==> src/rtl/clock_div_prog_if.sv <==
// Control/status bundle for the programmable multi-channel clock divider.
// The master drives enables, sync and divisor loads; the slave returns the divided clocks and ticks.
interface clock_div_prog_if #(
  parameter int NUM_CH    = 2,
  parameter int CNT_WIDTH = 17
) ();
  logic [NUM_CH-1:0]           en;
  logic                        sync;
  logic [NUM_CH*CNT_WIDTH-1:0] div_in;
  logic [NUM_CH-1:0]           div_load;
  logic [NUM_CH-1:0]           clk_out;
  logic [NUM_CH-1:0]           tick_out;

  modport master (
    output en, sync, div_in, div_load,
    input  clk_out, tick_out
  );

  modport slave (
    input  en, sync, div_in, div_load,
    output clk_out, tick_out
  );
endinterface

==> src/rtl/clock_div_prog.sv <==
// NUM_CH independent programmable dividers off the 26 MHz board clock, with
// period-boundary divisor updates, per-channel enable and a global phase-align sync.
module clock_div_prog #(
  parameter int CNT_WIDTH   = 17,
  parameter int NUM_CH      = 2,
  parameter int DEFAULT_DIV = 26
) (
  input  logic             clk_in,
  input  logic             reset,
  clock_div_prog_if.slave  bus
);

  localparam logic [CNT_WIDTH-1:0] DIV_RST = CNT_WIDTH'(DEFAULT_DIV);
  localparam logic [CNT_WIDTH-1:0] DIV_MIN = CNT_WIDTH'(2);

  logic [NUM_CH-1:0] clk_vec;
  logic [NUM_CH-1:0] tick_vec;

  for (genvar i = 0; i < NUM_CH; i++) begin : g_ch
    logic [CNT_WIDTH-1:0] cnt;
    logic [CNT_WIDTH-1:0] div_act;
    logic [CNT_WIDTH-1:0] div_pend;
    logic [CNT_WIDTH-1:0] div_new;
    logic [CNT_WIDTH-1:0] d;
    logic [CNT_WIDTH-1:0] d_m1;
    logic [CNT_WIDTH:0]   h;
    logic [CNT_WIDTH:0]   cnt_inc;
    logic                 pend_valid;
    logic                 clk_q;
    logic                 tick_q;
    logic                 load;
    logic                 wrap;

    assign div_new = bus.div_in[i*CNT_WIDTH +: CNT_WIDTH];
    assign load    = bus.div_load[i];
    // Divisors below 2 cannot produce both a high and a low phase.
    assign d       = (div_act < DIV_MIN) ? DIV_MIN : div_act;
    assign d_m1    = d - 1'b1;
    assign h       = ({1'b0, d} + 1'b1) >> 1;
    assign cnt_inc = {1'b0, cnt} + 1'b1;
    assign wrap    = (cnt == d_m1) || bus.sync;

    always_ff @(posedge clk_in) begin
      if (!reset) begin
        cnt        <= DIV_RST - 1'b1;
        div_act    <= DIV_RST;
        div_pend   <= DIV_RST;
        pend_valid <= 1'b0;
        clk_q      <= 1'b0;
        tick_q     <= 1'b0;
      end else if (!bus.en[i]) begin
        // Parking at D-1 makes the enabling edge start a fresh period.
        cnt    <= d_m1;
        clk_q  <= 1'b0;
        tick_q <= 1'b0;
        if (load) begin
          div_pend   <= div_new;
          pend_valid <= 1'b1;
        end
      end else if (wrap) begin
        cnt    <= '0;
        clk_q  <= 1'b1;
        tick_q <= 1'b1;
        if (load) begin
          div_act    <= div_new;
          pend_valid <= 1'b0;
        end else if (pend_valid) begin
          div_act    <= div_pend;
          pend_valid <= 1'b0;
        end
      end else begin
        cnt    <= cnt + 1'b1;
        clk_q  <= (cnt_inc < h);
        tick_q <= 1'b0;
        if (load) begin
          div_pend   <= div_new;
          pend_valid <= 1'b1;
        end
      end
    end

    assign clk_vec[i]  = clk_q;
    assign tick_vec[i] = tick_q;
  end

  assign bus.clk_out  = clk_vec;
  assign bus.tick_out = tick_vec;

endmodule

==> src/flat_wrapper.sv <==
// flat-port wrapper written by rule: the top's interface ports become plain ports
module clock_div_prog_flat 
#(
  parameter int CNT_WIDTH   = 17,
  parameter int NUM_CH      = 2,
  parameter int DEFAULT_DIV = 26
)
  (clk_in, reset, bus_en, bus_sync, bus_div_in, bus_div_load, bus_clk_out, bus_tick_out);
  clock_div_prog_if #(.NUM_CH(NUM_CH), .CNT_WIDTH(CNT_WIDTH)) bus_i ();
  input  logic clk_in;
  input  logic reset;
  input wire logic [$bits(bus_i.en)-1:0] bus_en;
  input wire logic [$bits(bus_i.sync)-1:0] bus_sync;
  input wire logic [$bits(bus_i.div_in)-1:0] bus_div_in;
  input wire logic [$bits(bus_i.div_load)-1:0] bus_div_load;
  output wire logic [$bits(bus_i.clk_out)-1:0] bus_clk_out;
  output wire logic [$bits(bus_i.tick_out)-1:0] bus_tick_out;
  assign bus_i.en = bus_en;
  assign bus_i.sync = bus_sync;
  assign bus_i.div_in = bus_div_in;
  assign bus_i.div_load = bus_div_load;
  assign bus_clk_out = bus_i.clk_out;
  assign bus_tick_out = bus_i.tick_out;
  clock_div_prog #(.CNT_WIDTH(CNT_WIDTH), .NUM_CH(NUM_CH), .DEFAULT_DIV(DEFAULT_DIV)) u_core (.clk_in(clk_in), .reset(reset), .bus(bus_i));
endmodule
==> config.mk <==
export PLATFORM = sky130hd
export DESIGN_NAME = clock_div_prog_flat
export DESIGN_NICKNAME = d
export VERILOG_FILES = /design/src/rtl/clock_div_prog_if.sv /design/src/rtl/clock_div_prog.sv /design/src/flat_wrapper.sv
export SDC_FILE = /design/constraint.sdc
export NUM_CORES = 1
export LEC_CHECK = 0
export BUFFER_PORTS_ARGS = -buffer_cell sky130_fd_sc_hd__clkbuf_2
export CORE_ASPECT_RATIO = 0.8
export CORE_MARGIN = 3
export CORE_UTILIZATION = 30
export CTS_BUF_LIST = sky130_fd_sc_hd__clkbuf_16
export DETAILED_ROUTE_END_ITERATION = 10
export GPL_ROUTABILITY_DRIVEN = 1
export GPL_TIMING_DRIVEN = 0
export PLACE_DENSITY = 0.49
export SKIP_CTS_REPAIR_TIMING = 1
export SLEW_MARGIN = 5
export SYNTH_ARGS = -nofsm -noshare
export SYNTH_HDL_FRONTEND = slang
export SYNTH_SLANG_ARGS = --single-unit
==> constraint.sdc <==
create_clock -name clk_in -period 6.35 [get_ports clk_in]
set_clock_uncertainty 0.15 [all_clocks]
set_input_delay 1.27 -clock clk_in [delete_from_list [all_inputs] [get_ports clk_in]]
set_output_delay 1.27 -clock clk_in [all_outputs]
set_load 0.01 [all_outputs]
==> impl_results.md <==
* Starting density of the core at 0.308
* Distinct cells, synth at 74
* Number of clock buffers inserted by TritonCTS at 9
* Cell taking the most area after synthesis: dfxtp_1
* Leak at 3.49 nW
* Synth cell count leaders: nand2_1 (133), dfxtp_1 (108), nor2_1 (79)
* Antenna violations before repair at 0
* Post-synth EDFFs at 0
* Fraction of power consumed by sequential logic at 0.413
* Max Root-Sink Buffers at 2
* Core footprint at 27600 um2
* Proportion of synthesized chip area in sequential cells at 0.254
* Min Clock Period, post-route at 5710 ps
* Share of total power in the clock network at 0.319
* Unrepaired setup endpoints after global routing: false
* Critical-path maximum fanout at 10
* Critical path cell sequence: clkbuf_1, nor4_2, nand4_1, nand2_1, ha_1, clkbuf_1, nor4b_1, nand4b_1, xnor2_1, nor3_1, o2111ai_1, nor4_4, o221ai_1, buf_2, buf_6, mux2i_1
* Via count at 7933
* Combinational cell fraction of total power at 0.269
* CTS root buffer: clkbuf_16
* Worst EP arrival at 5810 ps
* Setup WS post-layout at 639 ps
* Clock latency of the later-clocked register in the worst-skew pair at 370 ps
* CP Class: flop to flop
* Startpoint class of the critical path: flop
* Switching part of the total power at 0.346
* Height of the die at 157 um
* Most instantiated flip-flop cell in the synthesis netlist: dfxtp_1
* CP top delay family: simple AND/OR/NAND/NOR gates
* Worst-margin pin slew at 999 ps
* Wire length after detailed routing at 27.6 mm
* Placement row count at 54
* Number of H-tree levels at 3
* Die footprint at 30500 um2
* Number of storage elements in the synthesis netlist at 108
* First-pass iteration count of the detailed router at 6
* Maxcap violations at 0
* Synth area leaders: dfxtp_1 (25%), xnor2_1 (6.2%), nand2_1 (5.9%), ha_1 (5.6%), mux2i_1 (4.7%)
* Vias in the first global route at 7497
* Cell-internal power at 1.19 mW
* Post-synth net total at 1154
* Clock tree from TritonCTS: built
* Pwr Density at 192 nW/um2
* Final hold vios at 0
* Switch Pwr at 0.628 mW
* Post-detailed-route via-to-cell ratio at 5.31
* Slowest cell on the critical path: nor4b_1
* WP data required at 6450 ps
* Global-route wire length before repair at 43.9 mm
* Area of the mapped netlist at 8520 um2
* YS warnings at 0
* Post-layout power at 1.81 mW
* Total congestion overflow after global routing at 0
* Antenna diode instance count at 0
* Hold Path Class: flop to flop
* Count of mapped cells out of synthesis at 1075
* Leading cell type by number of instances after synthesis: nand2_1
* Proportion of layout cells with a drive suffix above 1 at 0.113
* CP Buf/Inv Count at 4
* Max incr delay on CP at 860 ps
* CTS Sinks at 108
* Dominant cell type by count on the critical path: clkbuf_1
* Boundary pin count at 45
* Average cell area after synthesis at 7.92 um2
* Kind of capture point of the worst setup path: flop
* Filler instances at 2950
* Input/output buffers at 40
* Tightest slew margin relative to the limit at 0.324
* Remaining number of nets flagged by the antenna check after routing at 0
* Iter 0 DRT Violations at 655
* Die Width at 194 um
* Maximum vdd ir drop at 0.121 mV
* Status: complete, no violations
* All-Layer GR Usage at 0.181
* Gpl congestion at 0.925
* Ys async rst share at 0
* Maximum number of pins on one net before global-route repair at 21
* Nets at 1205
* Final setup violating endpoints at 0
* Post-route DRC violation count at 0
* Yosys top cell area share at 0.254
* Layout overhead on the synthesized area at 11.1%
* Number of max-slew violations in the final report at 0
* Hpwl dp at 21.3 mm
* Summed negative setup slack over all endpoints at 0 ps
* Average wire per cell in the routed design at 18.5 um
* Worst-path clk slew at 90 ps
* Final period utilization at 0.899
* F_max at 175 MHz
* Pre-CTS WS at 907 ps
==> power by group through the flow <==
stage | registers, mW | clock network (mW) | logic, mW
floorplan | 0.755 | 0 | 0.348
global placement | 0.763 | 0 | 0.482
detailed placement | 0.764 | 0 | 0.481
CTS | 0.748 | 0.603 | 0.484
global route | 0.754 | 0.621 | 0.540
finish | 0.748 | 0.578 | 0.488
==> cell families (layout without fill, tap and decap cells) <==
family,Yosys count,in the layout,share of synthesized area
multiplexers,72,72,0.0893
buffers and inverters,117,173,0.0574
AO/OA/AOI/OAI,198,198,0.170
AND/OR/NAND/NOR,437,437,0.263
flip-flops,108,108,0.254
adder cells (fa/ha/maj),38,38,0.0558
XOR/XNOR,105,105,0.111
==> tightest hold or removal path: stages (launching register included) <==
cell	delay [ps]
dfxtp_1	320
nand2_1	50
mux2i_1	50
==> stage by stage <==
step                      cells  instance area, um2  hold slack (ps)  utilization
after floorplan            1075                8520              282            -
after global placement     1479                9170              290        0.332
after detailed placement   1479                9170              294        0.332
after CTS                  1495                9460              311        0.342
after global routing       1495                9460              328        0.342
final                      1495                9460              309        0.342
==> routing by layer <==
metal,global-route usage,vias to the layer above,wire [um]
li1,-,3990,-
met1,0.294,3692,15200
met2,0.247,230,10500
met3,0.0278,21,1690
met4,0.0332,0,286
met5,0,-,0
==> flip-flops by register name, indices dropped and copies added (netlist names) <==
name / flops
u_core.g_ch.tick_q: 2
u_core.g_ch.clk_q: 2
u_core.g_ch.pend_valid: 2
u_core.g_ch.div_pend: 34
u_core.g_ch.div_act: 34
u_core.g_ch.cnt: 34
==> area by class of cell <==
type | instances | area (um2) | share of cell area
multi-input combinational | 850 | 5860 | 0.620
sequential | 108 | 2160 | 0.228
tap | 364 | 455 | 0.0481
buffer | 101 | 429 | 0.0454
clock buffer | 9 | 225 | 0.0238
timing repair buffer | 40 | 200 | 0.0212
clock inverter | 7 | 66.3 | 0.00701
inverter | 16 | 60.1 | 0.00635
==> placed cells by master, fill, tap and decap left out, types with 29 or more instances in the layout <==
cell and instances:
nand3_1 55, mux2_2 31, nor3_1 41, clkbuf_1 76, o21ai_0 40, a211oi_1 29
xnor2_1 60, mux2i_1 40, nor2_1 79, nand2_1 133, ha_1 38, dfxtp_1 108
xor2_1 43, clkbuf_2 40
==> worst paths after layout <==
kind,from,to,slack (ps),cells past startpoint
setup / recovery,u_core.g_ch[0].div_act[12],u_core.g_ch[0].div_act[13],640,16
hold / removal,u_core.g_ch[0].div_pend[2],u_core.g_ch[0].div_pend[2],310,2
setup reg to reg,u_core.g_ch[0].div_act[12],u_core.g_ch[0].div_act[13],640,16
hold reg to reg,u_core.g_ch[0].div_pend[2],u_core.g_ch[0].div_pend[2],310,2
Power figures use the tool's default switching activity.
